$ cat src/rtl/xbus_mcast_fifo_if.sv
// Handshake bundle between the GLB read port, the multicast FIFO and one PE row.
// slave  : the multicast FIFO's view (accepts tagged input, drives the per-PE side).
// master : the environment's view (offers tagged input, supplies per-PE ready).
interface xbus_mcast_fifo_if #(
   parameter int PE_NUMS   = 14,
   parameter int ID_LEN    = 5,
   parameter int VALUE_LEN = 32
);
   logic                           in_valid;
   logic                           in_ready;
   logic [ID_LEN+VALUE_LEN-1:0]    in_tag_value;
   logic [PE_NUMS-1:0]             pe_ready;
   logic [PE_NUMS-1:0]             pe_valid;
   logic [PE_NUMS*VALUE_LEN-1:0]   pe_value;

   modport master (
      output in_valid, in_tag_value, pe_ready,
      input  in_ready, pe_valid, pe_value
   );

   modport slave (
      input  in_valid, in_tag_value, pe_ready,
      output in_ready, pe_valid, pe_value
   );
endinterface

$ cat src/rtl/xbus_mcast_fifo.sv
// Horizontal multicast bus for one PE row: an input FIFO of {tag, value} words,
// a delivery register that presents the head value to every PE whose scan-loaded
// ID matches the tag, a pending mask tracking which targets still owe a handshake,
// and a saturating counter of tags that matched nobody.
// Optional feature: define XBUS_BCAST_EN to make the all-ones tag a broadcast
// that matches every PE (the all-ones ID is then reserved).
module xbus_mcast_fifo #(
   parameter int PE_NUMS    = 14,
   parameter int ID_LEN     = 5,
   parameter int VALUE_LEN  = 32,
   parameter int FIFO_DEPTH = 4,
   parameter int CNT_LEN    = 16
) (
   input  logic                clk,
   input  logic                rst,
   xbus_mcast_fifo_if.slave    bus,
   input  logic                set_id,
   input  logic [ID_LEN-1:0]   id_scan_in,
   output logic [ID_LEN-1:0]   id_scan_out,
   output logic                busy,
   output logic [CNT_LEN-1:0]  drop_cnt
);
   localparam int              PTR_W      = $clog2(FIFO_DEPTH);
   localparam logic [PTR_W:0]  DEPTH_CNT  = (PTR_W+1)'(FIFO_DEPTH);
   localparam logic [0:0]      ST_IDLE    = 1'b0;
   localparam logic [0:0]      ST_DELIVER = 1'b1;

   logic [ID_LEN+VALUE_LEN-1:0] mem_q [FIFO_DEPTH];
   logic [PTR_W-1:0]            wr_ptr_q, wr_ptr_d, rd_ptr_q, rd_ptr_d;
   logic [PTR_W:0]              count_q, count_d;
   logic [0:0]                  state_q, state_d;
   logic [PE_NUMS-1:0]          pending_q, pending_d;
   logic [VALUE_LEN-1:0]        value_q, value_d;
   logic [CNT_LEN-1:0]          drop_q, drop_d;
   logic [ID_LEN-1:0]           id_q [PE_NUMS];
   logic [ID_LEN-1:0]           id_d [PE_NUMS];

   logic                        empty, full, push, pop, scan_en, deliver_done;
   logic [ID_LEN-1:0]           head_tag;
   logic [VALUE_LEN-1:0]        head_value;
   logic [PE_NUMS-1:0]          head_mask;

   assign empty        = (count_q == '0);
   assign full         = (count_q == DEPTH_CNT);
   assign bus.in_ready = !full && !set_id;
   assign push         = bus.in_valid && bus.in_ready;
   assign {head_tag, head_value} = mem_q[rd_ptr_q];
   // Every still-pending target is accepting this cycle, so the word retires at this edge.
   assign deliver_done = ((pending_q & ~bus.pe_ready) == '0);
   // IDs only move when nothing is queued or in flight, so a rescan never races a delivery.
   assign scan_en      = set_id && (state_q == ST_IDLE) && empty;

   assign bus.pe_valid = pending_q;
   assign busy         = !empty || (state_q == ST_DELIVER);
   assign drop_cnt     = drop_q;
   assign id_scan_out  = id_q[PE_NUMS-1];

   generate
      for (genvar gi = 0; gi < PE_NUMS; gi++) begin : g_pe
`ifdef XBUS_BCAST_EN
         assign head_mask[gi] = (id_q[gi] == head_tag) || (head_tag == {ID_LEN{1'b1}});
`else
         assign head_mask[gi] = (id_q[gi] == head_tag);
`endif
         assign bus.pe_value[gi*VALUE_LEN +: VALUE_LEN] = value_q;

         if (gi == 0) begin : g_first
            assign id_d[gi] = scan_en ? id_scan_in : id_q[gi];
         end else begin : g_chain
            assign id_d[gi] = scan_en ? id_q[gi-1] : id_q[gi];
         end

         // Scan-chain ID register for this PE
         always_ff @(posedge clk) begin
            if (rst) id_q[gi] <= '0;
            else     id_q[gi] <= id_d[gi];
         end
      end
   endgenerate

   // Delivery FSM: retire the current word, then pop and classify the next head in the same edge
   always_comb begin
      state_d   = state_q;
      pending_d = pending_q;
      value_d   = value_q;
      drop_d    = drop_q;
      pop       = 1'b0;
      if (state_q == ST_DELIVER)
         pending_d = pending_q & ~bus.pe_ready;
      if ((state_q == ST_IDLE) || deliver_done) begin
         state_d = ST_IDLE;
         if (!empty) begin
            pop = 1'b1;
            if (head_mask != '0) begin
               state_d   = ST_DELIVER;
               pending_d = head_mask;
               value_d   = head_value;
            end else begin
               pending_d = '0;
               if (drop_q != '1)
                  drop_d = drop_q + 1'b1;
            end
         end
      end
   end

   // FIFO pointer and occupancy update; pointers wrap naturally at the power-of-2 depth
   always_comb begin
      wr_ptr_d = wr_ptr_q;
      rd_ptr_d = rd_ptr_q;
      count_d  = count_q;
      if (push) wr_ptr_d = wr_ptr_q + 1'b1;
      if (pop)  rd_ptr_d = rd_ptr_q + 1'b1;
      case ({push, pop})
         2'b10:   count_d = count_q + 1'b1;
         2'b01:   count_d = count_q - 1'b1;
         default: count_d = count_q;
      endcase
   end

   // FIFO storage write; contents need no reset since occupancy gates every read
   always_ff @(posedge clk) begin
      if (push) mem_q[wr_ptr_q] <= bus.in_tag_value;
   end

   // Control and datapath registers
   always_ff @(posedge clk) begin
      if (rst) begin
         wr_ptr_q  <= '0;
         rd_ptr_q  <= '0;
         count_q   <= '0;
         state_q   <= ST_IDLE;
         pending_q <= '0;
         value_q   <= '0;
         drop_q    <= '0;
      end else begin
         wr_ptr_q  <= wr_ptr_d;
         rd_ptr_q  <= rd_ptr_d;
         count_q   <= count_d;
         state_q   <= state_d;
         pending_q <= pending_d;
         value_q   <= value_d;
         drop_q    <= drop_d;
      end
   end
endmodule

$ cat src/flat_wrapper.sv
// flat-port wrapper written by rule: the top's interface ports become plain ports
module xbus_mcast_fifo_flat 
#(
   parameter int PE_NUMS    = 14,
   parameter int ID_LEN     = 5,
   parameter int VALUE_LEN  = 32,
   parameter int FIFO_DEPTH = 4,
   parameter int CNT_LEN    = 16
)
  (clk, rst, set_id, id_scan_in, id_scan_out, busy, drop_cnt, bus_in_valid, bus_in_tag_value, bus_pe_ready, bus_in_ready, bus_pe_valid, bus_pe_value);
  xbus_mcast_fifo_if #(.PE_NUMS(PE_NUMS), .ID_LEN(ID_LEN), .VALUE_LEN(VALUE_LEN)) bus_i ();
  input  logic clk;
  input  logic rst;
  input  logic set_id;
  input  logic [ID_LEN-1:0] id_scan_in;
  output logic [ID_LEN-1:0] id_scan_out;
  output logic busy;
  output logic [CNT_LEN-1:0] drop_cnt;
  input wire logic [$bits(bus_i.in_valid)-1:0] bus_in_valid;
  input wire logic [$bits(bus_i.in_tag_value)-1:0] bus_in_tag_value;
  input wire logic [$bits(bus_i.pe_ready)-1:0] bus_pe_ready;
  output wire logic [$bits(bus_i.in_ready)-1:0] bus_in_ready;
  output wire logic [$bits(bus_i.pe_valid)-1:0] bus_pe_valid;
  output wire logic [$bits(bus_i.pe_value)-1:0] bus_pe_value;
  assign bus_i.in_valid = bus_in_valid;
  assign bus_i.in_tag_value = bus_in_tag_value;
  assign bus_i.pe_ready = bus_pe_ready;
  assign bus_in_ready = bus_i.in_ready;
  assign bus_pe_valid = bus_i.pe_valid;
  assign bus_pe_value = bus_i.pe_value;
  xbus_mcast_fifo #(.PE_NUMS(PE_NUMS), .ID_LEN(ID_LEN), .VALUE_LEN(VALUE_LEN), .FIFO_DEPTH(FIFO_DEPTH), .CNT_LEN(CNT_LEN)) u_core (.clk(clk), .rst(rst), .bus(bus_i), .set_id(set_id), .id_scan_in(id_scan_in), .id_scan_out(id_scan_out), .busy(busy), .drop_cnt(drop_cnt));
endmodule
$ cat config.mk
export PLATFORM = sky130hd
export DESIGN_NAME = xbus_mcast_fifo_flat
export DESIGN_NICKNAME = d
export VERILOG_FILES = /design/src/rtl/xbus_mcast_fifo_if.sv /design/src/rtl/xbus_mcast_fifo.sv /design/src/flat_wrapper.sv
export SDC_FILE = /design/constraint.sdc
export NUM_CORES = 1
export LEC_CHECK = 0
export BUFFER_PORTS_ARGS = -buffer_cell sky130_fd_sc_hd__buf_4
export CAP_MARGIN = 20
export CORE_MARGIN = 2
export CORE_UTILIZATION = 30
export DETAILED_ROUTE_END_ITERATION = 7
export PLACE_DENSITY_LB_ADDON = 0.15
export SYNTH_ARGS = -nofsm -noshare
export SYNTH_HDL_FRONTEND = slang
export SYNTH_SLANG_ARGS = --single-unit
$ cat constraint.sdc
create_clock -name clk -period 4.9 [get_ports clk]
set_clock_uncertainty 0.05 [all_clocks]
set_input_delay 0.98 -clock clk [delete_from_list [all_inputs] [get_ports clk]]
set_output_delay 0.98 -clock clk [all_outputs]
set_load 0.01 [all_outputs]
# Word level (Yosys, flattened, before mapping)
# Memories as Yosys holds them, arrays and structs flattened. A register that Yosys moved wholly into a read port is not among the register bits.
# Cells that the tools add are included.
# Widths: inputs -> output; s select.
[word_totals]
reg_bits = 70
ram_bits = 218
in_bits = 60
output_inout_bits = 485
wordCells = 110
n_memories = 2
[mem_list]
columns = ["name", "words", "width", "rd", "rd_clocked_by_memory_dff", "write_ports", "line_no", "text"]
rows = [
  ["u_core.mem_q", 4, 37, 1, 1, 1, "xbus_mcast_fifo.sv:28", "logic [ID_LEN+VALUE_LEN-1:0] mem_q [FIFO_DEPTH];"],
  ["u_core.id_q", 14, 5, 14, 0, 14, "xbus_mcast_fifo.sv:35", "logic [ID_LEN-1:0] id_q [PE_NUMS];"],
]
[op_classes]
addsub = 5
n_eq_ne = 18
mux = 44
bitwise = 19
reduce_logical = 15
[op_table]
columns = ["cell", "count"]
rows = [
  ["$mux 5", 28],
  ["$eq 5x5->1", 14],
  ["$mux 14", 4],
  ["$add 16x1->16 const B", 1],
  ["$ne 16x16->1 const B", 1],
  ["$and 14x14->14", 1],
  ["$logic_not 14->1", 1],
  ["$not 14->14", 1],
  ["$or 1x1->1", 14],
  ["$reduce_bool 14->1", 1],
  ["$mux 1", 9],
  ["$pmux 3 s2", 1],
  ["$add 2x1->2 const B", 2],
  ["$logic_and 1x1->1", 4],
  ["$mux 2", 2],
  ["$reduce_and 4->1", 1],
  ["$add 3x1->3 const B", 1],
  ["$eq 3x3->1 const B", 1],
  ["$logic_not 1->1", 3],
  ["$logic_not 3->1", 1],
  ["$not 1->1", 3],
  ["$reduce_and 3->1", 1],
  ["$sub 3x1->3 const B", 1],
  ["$eq 2x1->1 const B", 1],
  ["other kinds (3)", 4],
]

# Depth between registers and ports, before layout
# Gate-level depths: netlist of the first run.
[depth]
word_depth = 7
mapped_depth = 13

# Worst setup path after synthesis of the first run
# No wires, ideal clock.
[synth_timing]
path_type = "input-to-reg"
start = "in bus_pe_ready[7]"
end = "reg u_core.count_q[2]"
arrival_ns = 3.796
required_time_ns = 4.780
path_slack_ns = 0.984
cell_stages = 13
path_buffers = 1
path_cell_list = "inv_1 -> a2111oi_0 -> o2111ai_1 -> o41ai_2 -> nand2_1 -> inv_2 -> clkbuf_1 -> ha_1 -> inv_1 -> fa_1 -> xor2_1 -> or3_1 -> a21oi_1"
[synth_between]
elab_chain_cells = 7
elab_cells_between_ends = 9
cone_classes = "2 x eq/ne; 2 x mux; 2 x bitwise; 3 x reduce/logical"
[synth_lines]
columns = ["element", "line_no", "text"]
rows = [
  ["start: declaration", "flat_wrapper.sv:21", "input wire logic [$bits(bus_i.pe_ready)-1:0] bus_pe_ready;"],
  ["$not 14->14 (*)", "xbus_mcast_fifo.sv:49", "assign deliver_done = ((pending_q & ~bus.pe_ready) == '0);"],
  ["$and 14x14->14 (*)", "xbus_mcast_fifo.sv:49", ""],
  ["$logic_not 14->1 (*)", "xbus_mcast_fifo.sv:49", ""],
  ["$logic_or 1x1->1 (*)", "xbus_mcast_fifo.sv:90", "if ((state_q == ST_IDLE) || deliver_done) begin"],
  ["$mux 1 (*)", "xbus_mcast_fifo.sv:90", ""],
  ["via u_core.pop", "xbus_mcast_fifo.sv:38", "logic empty, full, push, pop, scan_en, deliver_done;"],
  ["$eq 2x1->1 / $eq 2x2->1 (equally long branches)", "xbus_mcast_fifo.sv:114", "case ({push, pop})"],
  ["$pmux 3 s2 / $reduce_bool 2->1 (equally long branches)", "--", ""],
  ["end signal: assignment", "xbus_mcast_fifo.sv:139", "count_q <= count_d;"],
  ["end: declaration", "xbus_mcast_fifo.sv:30", "logic [PTR_W:0] count_q, count_d;"],
]
# The timed path passes the listed nets; every way through them passes the cells marked *.
# A chain may end at the register's enable or synchronous reset.

==> results_dict.tcl, run 1 <==
set metrics [dict create \
    pwr-share-clk_pct 21.6 \
    worst_pin_slew_ns 1.02 \
    internal-power_mw 6.79 \
    io_buffer_count 544 \
    comb_power_share_pct 47.9 \
    setup_viol 0 \
    place_area_um2 16500 \
    synth_xor_area_share_pct 4.40 \
    synth_edf_count 148 \
    path_clk_slew_ns 0.06 \
    antenna_found_initial 1 \
    maxCapViolations 0 \
    cts_setup_buffers 0 \
    remaining_drc_errors 0 \
    antenna_left 0 \
    finalSetupTns_ns 0 \
    critPathLaunchType "flop" \
    core-area_um2 49100 \
    via_per_inst 4.40 \
    synth-adder-area-share_pct 0.637 \
    maxSlewViolCount 0 \
    start_util_pct 30.4 \
    die-height_um 227 \
    clock_path_buffers 3 \
    period_needed_ns 3.81 \
    crit_chain "mux4_2 > xnor2_1 > nand3_1 > nor3_1 > nor4_2 > nand4_1 > buf_4 > buf_4 > nand3_1 > a21oi_1" \
    hold_path_end "u_core.id_q[0][20]" \
    yosysUniqueCellTypes 41 \
    cts_sinks 290 \
    nNetsFinal 1603 \
    ys_ff_latch 290 \
    r2r_slack_ns 1.09 \
    hold-path-cell-count 2 \
    root_buffer "clkbuf_16" \
    drt_iter0_drc 521 \
    synth_flop_cell "edfxtp_1" \
    rsz0062_at_grt "no" \
    hold_viol_final 0 \
    cts_resized 0 \
    power.density_nw_per_um2 645 \
    fp-row-count 81 \
    hpwl_um 28800 \
    critPathSlowestCell "mux4_2" \
    vias 9785 \
    pin_count 545 \
    dieArea_um2 51600 \
    synth-simple-area-share_pct 9.63 \
    synth_nets 1496 \
    grt_pass1_wl_um 58000 \
    htreeDepth 2 \
    relSlewSlack_pct 31.8 \
    fin_area_um2 17600 \
    worst_setup_path_end_kind "flop" \
    cts_hold_buf 0 \
    grt_pass1_vias 8883 \
    worst_path_largest_cell_delay_ns 0.84 \
    synth_top_family_by_area "buffers and inverters" \
    synthMuxAreaShare_pct 5.95 \
    critPathKind "flop to flop" \
    drt-total-wl_um 42100 \
    wl_per_cell_um 18.9 \
    avgSynthCellArea_um2 10.5 \
    place.gp.congestion 0.744 \
    fillerInstances 4937 \
    clk_latency_ns 0.53 \
    crit_family "simple AND/OR/NAND/NOR gates" \
    vdd_ir_drop_max_mv 0.383 \
    required_ns 5.30 \
    switching_share_pct 40.2 \
    die_x_um 227 \
    min_period_over_period_pct 77.8 \
    arrival_ns 4.21 \
    synth-seq-area-share_pct 48.8 \
    reg2reg_depth 10 \
    synth-compound-area-share_pct 6.55 \
    yosysWarnings 0 \
    seq_power_share_pct 30.5 \
    diodes 0 \
    grt_max_degree 92 \
    status "completed" \
    hp-start "u_core.id_q[0][15]" \
    track_usage_pct 15.1 \
    critPathBufInv 2 \
    power.switching_mw 4.56 \
    worstPathMaxFanout 32 \
    reg2reg_to "u_core.value_q[11]" \
    cts_tree "done" \
    synthCells 1429 \
    leakage_nw 7.08 \
    async_flop_share_pct 0 \
    drive_gt1_share_pct 42.6 \
    overflow 0 \
    syn2layout_area_growth_pct 17.8 \
    hp-class "flop to flop" \
    synth_area_um2 14900 \
    drtPass1Iterations 4 \
    numCtsBuffers 35 \
    fmax_mhz 262 \
]
[worst max path at each step]
stage / cells past startpoint / start / slack [ns] / endpoint
after floorplan: 13 / bus_pe_ready[7] / 0.98 / u_core.count_q[2]
after global placement: 11 / bus_pe_ready[0] / 1.01 / u_core.drop_cnt[7]
after detailed placement: 11 / bus_pe_ready[0] / 0.88 / u_core.drop_cnt[15]
after CTS: 10 / flop / 0.98 / u_core.value_q[24]
after global routing: 10 / flop / 0.74 / u_core.value_q[9]
final: 10 / flop / 1.09 / u_core.value_q[11]
[layout make-up]
type / instances / area (µm²) / area share, %
Clock buffer: 59 / 1050 / 5.96
Clock inverter: 4 / 21.3 / 0.121
Inverter: 20 / 75.1 / 0.427
Multi-Input combinational cell: 626 / 4070 / 23.1
Sequential cell: 290 / 7290 / 41.5
Tap cell: 664 / 831 / 4.72
Timing Repair Buffer: 563 / 4250 / 24.2
[synthesized netlist by cell type (all sizes together) (3+ instances only)]
cell / n / share of area [%]
or3: 3 / 0.13
dfxtp: 142 / 19
clkbuf: 54 / 1.4
nor3: 15 / 0.50
or4: 9 / 0.45
and2: 4 / 0.17
ha: 6 / 0.50
nand4: 3 / 0.13
edfxtp: 148 / 30
o31ai: 9 / 0.45
a21oi: 131 / 4.4
o22ai: 3 / 0.13
o21ai: 36 / 1.2
mux2: 4 / 0.30
nor2: 15 / 0.38
nor4: 6 / 0.38
mux4: 37 / 5.6
nand2: 174 / 4.4
buf: 439 / 22
nand3: 68 / 2.3
xnor2: 44 / 2.6
inv: 20 / 0.50
and3: 10 / 0.42
nor2b: 8 / 0.34
xor2: 31 / 1.8
[cells in the final DEF, fill, tap and decap left out, types with 6 or more instances in the layout]
| cell | n |
|---|---|
| nor2b_1 | 8 |
| nor2_1 | 15 |
| xor2_1 | 31 |
| nand2_1 | 172 |
| buf_4 | 561 |
| ha_1 | 6 |
| edfxtp_1 | 148 |
| dfxtp_1 | 140 |
| nand3_1 | 68 |
| mux4_2 | 37 |
| or4_1 | 9 |
| o31ai_1 | 9 |
| clkbuf_16 | 37 |
| and3_1 | 6 |
| o21ai_0 | 36 |
| a21oi_1 | 131 |
| nor3_1 | 15 |
| clkbuf_1 | 18 |
| inv_1 | 19 |
| xnor2_1 | 44 |
[power groups by stage]
stage / registers, mW / clock network, mW / logic, mW
floorplan: 3.27 / 0 / 4.45
global placement: 3.51 / 0 / 5.53
detailed placement: 3.54 / 0 / 5.54
CTS: 3.49 / 2.52 / 5.54
global route: 3.55 / 2.61 / 5.85
finish: 3.46 / 2.45 / 5.44
[cells by family (layout without fill, tap and decap cells)]
logic type	count (synthesis)	count (layout)
AOI/OAI and AO/OA	185	185
xor gates and xnor gates	75	75
adders and majority gates	7	7
buffers and inverters	513	646
DFF	290	290
muxes	42	42
and+or+nand+nor	317	317
[state kept, by name, indices dropped and copies added, names as in the netlist, named ones only]
name / flops
u_core.state_q: 1
u_core.id_q: 70
u_core.bus.pe_valid: 14
u_core.value_q: 32
u_core.rd_ptr_q: 2
u_core.count_q: 3
u_core.wr_ptr_q: 2
u_core.drop_cnt: 16
u_core.mem_q: 148
[metal layers]
layer | GRT usage, % | vias up | wire [µm] | part of all wire (%)
li1 | - | 4652 | - | -
met1 | 18.7 | 4725 | 17400 | 41
met2 | 25.9 | 348 | 20900 | 50
met3 | 3.14 | 58 | 2720 | 6.4
met4 | 5.78 | 2 | 1190 | 2.8
met5 | 0 | - | 12 | 0.028
[through the flow]
step           std cells  util [%]  worst slack (ns)  total power [mW]  hold WS, ns
6_report            2226      35.9              1.09              11.3        0.429
4_1_cts             2225      35.8             0.979              11.6        0.431
2_1_floorplan       1429         -             0.984              7.73        0.407
3_5_place_dp        2162      33.6             0.877              9.08        0.424
5_1_grt             2226      35.9             0.744              12.0        0.449
3_3_place_gp        2162      33.6              1.01              9.05        0.419
[worst reg2reg max path, cell delays in order, from the launching register on]
cell and delay, ns:
dfxtp_4 0.68, mux4_2 0.84, xnor2_1 0.26, nand3_1 0.12, nor3_1 0.48, nor4_2 0.09
nand4_1 0.13, buf_4 0.28, buf_4 0.49, nand3_1 0.18, a21oi_1 0.14
No activity file was read; power rests on OpenSTA's default activity.
==> inputs of run 2 (changes only) <==
==> constraint.sdc (replaced) <==
create_clock -name clk -period 3.7 [get_ports clk]
set_clock_uncertainty 0.05 [all_clocks]
set_input_delay 0.74 -clock clk [delete_from_list [all_inputs] [get_ports clk]]
set_output_delay 0.74 -clock clk [all_outputs]
set_load 0.01 [all_outputs]
==> results_dict.tcl, run 2 (synthesized netlist as in run 1, its figures left out) <==
set metrics [dict create \
    status "completed" \
    syn2layout_area_growth_pct 19.3 \
    hpwl_um 28200 \
    cts_resized 0 \
    critPathKind "flop to flop" \
    hp-start "bus_in_tag_value[0]" \
    r2r_slack_ns 0.22 \
    place.gp.congestion 0.760 \
    cts_sinks 290 \
    most-common-layout-cells "buf_4 (564), nand2_1 (172), edfxtp_1 (148)" \
    drt_iter0_drc 411 \
    top_regs "u_core.mem_q: 148 flops, u_core.id_q: 70 flops, u_core.value_q: 32 flops" \
    root_buffer "clkbuf_16" \
    critPathSlowestCell "mux4_2" \
    clock_path_buffers 3 \
    finalSetupTns_ns 0 \
    antenna_left 0 \
    relSlewSlack_pct 40.8 \
    dp_slack_ns 0.0517 \
    grt_max_degree 73 \
    remaining_drc_errors 0 \
    critPathBufInv 2 \
    antenna_found_initial 2 \
    track_usage_pct 15.2 \
    drive_gt1_share_pct 43.2 \
    min_period_over_period_pct 94.1 \
    core-area_um2 49100 \
    crit_family "simple AND/OR/NAND/NOR gates" \
    worst_setup_path_end_kind "flop" \
    largest_reg_flops 148 \
    start_util_pct 30.4 \
    via_per_inst 4.36 \
    path_clk_slew_ns 0.06 \
    rsz0062_at_grt "no" \
    required_ns 4.07 \
    diodes 0 \
    dieArea_um2 51600 \
    wl_per_cell_um 18.7 \
    worst_path_largest_cell_delay_ns 0.73 \
    vdd_ir_drop_max_mv 0.567 \
    fmax_mhz 287 \
    nNetsFinal 1610 \
    setup_viol 0 \
    numCtsBuffers 37 \
    die_x_um 227 \
    hold_viol_final 0 \
    worst_slack_ns 0.219 \
    grt_pass1_vias 9060 \
    htreeDepth 2 \
    maxCapViolations 0 \
    period_needed_ns 3.48 \
    grt_pass1_wl_um 58600 \
    drt-total-wl_um 41800 \
    worstPathMaxFanout 58 \
    reg2reg_to "u_core.drop_cnt[9]" \
    hold_slack_ns 0.350 \
    maxSlewViolCount 0 \
    drtPass1Iterations 6 \
    final_common_cell "buf_4" \
    die-height_um 227 \
    leakage_nw 7.19 \
    critPathLaunchType "flop" \
    reg2reg_depth 10 \
    worst_path_most_repeated_cell "nor3_1" \
    top_register "u_core.mem_q" \
    cp.depth 10 \
    hold_path_end "u_core.mem_q[1][0]" \
    power.density_nw_per_um2 868 \
    io_buffer_count 544 \
    worst_pin_slew_ns 0.881 \
    vias 9735 \
    overflow 0 \
    pin_count 545 \
    fp-row-count 81 \
    hp-class "primary input to flop" \
    cts_hold_buf 0 \
    crit_chain "mux4_2 > buf_4 > xnor2_1 > nand3_1 > nor3_1 > nor4_2 > nand4_1 > buf_12 > nor3_1 > mux2_2" \
    hold-path-cell-count 1 \
    cts_setup_buffers 0 \
    fin_total_pwr_mw 15.5 \
    cts_tree "done" \
    clk_latency_ns 0.54 \
    arrival_ns 3.85 \
]
run 2: worst max path at each step:
stage | from | slack, ns | end
detailed placement | bus_pe_ready[0] | 0.05 | u_core.count_q[2]
global placement | bus_pe_ready[0] | 0.05 | u_core.count_q[2]
finish | flop | 0.22 | u_core.drop_cnt[9]
floorplan | bus_pe_ready[7] | 0.02 | u_core.count_q[2]
global route | flop | 0.07 | u_core.drop_cnt[9]
CTS | flop | 0.18 | u_core.drop_cnt[15]
run 2: where the power goes:
| group | internal, mW | switching (mW) |
|---|---|---|
| Combinational | 3.48 | 3.84 |
| Clock | 2.24 | 1.38 |
| Sequential | 3.68 | 0.842 |
| Total | 9.40 | 6.06 |
run 2: through the flow:
stage,cell area [µm²],instances,utilization (%)
2_1_floorplan,14900,1429,-
3_3_place_gp,16600,2168,33.8
3_5_place_dp,16600,2168,33.8
4_1_cts,17800,2235,36.3
5_1_grt,17800,2235,36.3
6_report,17800,2235,36.3
run 2: area by class of cell:
type	count	area, µm²
fillers	4963	31200
flip-flops and latches	290	7290
repair buffers	568	4310
multi-input cells	626	4070
clock buffers	53	1080
well taps	664	831
clock inverters	14	154
inverters	20	75.1
run 2: metal layers:
| metal | vias up | global-route usage (%) | routed length, µm |
|---|---|---|---|
| met5 | - | 0 | 30 |
| met4 | 4 | 3.54 | 607 |
| met3 | 48 | 3.56 | 2640 |
| met2 | 296 | 26.2 | 21000 |
| met1 | 4714 | 19.1 | 17500 |
| li1 | 4673 | - | - |
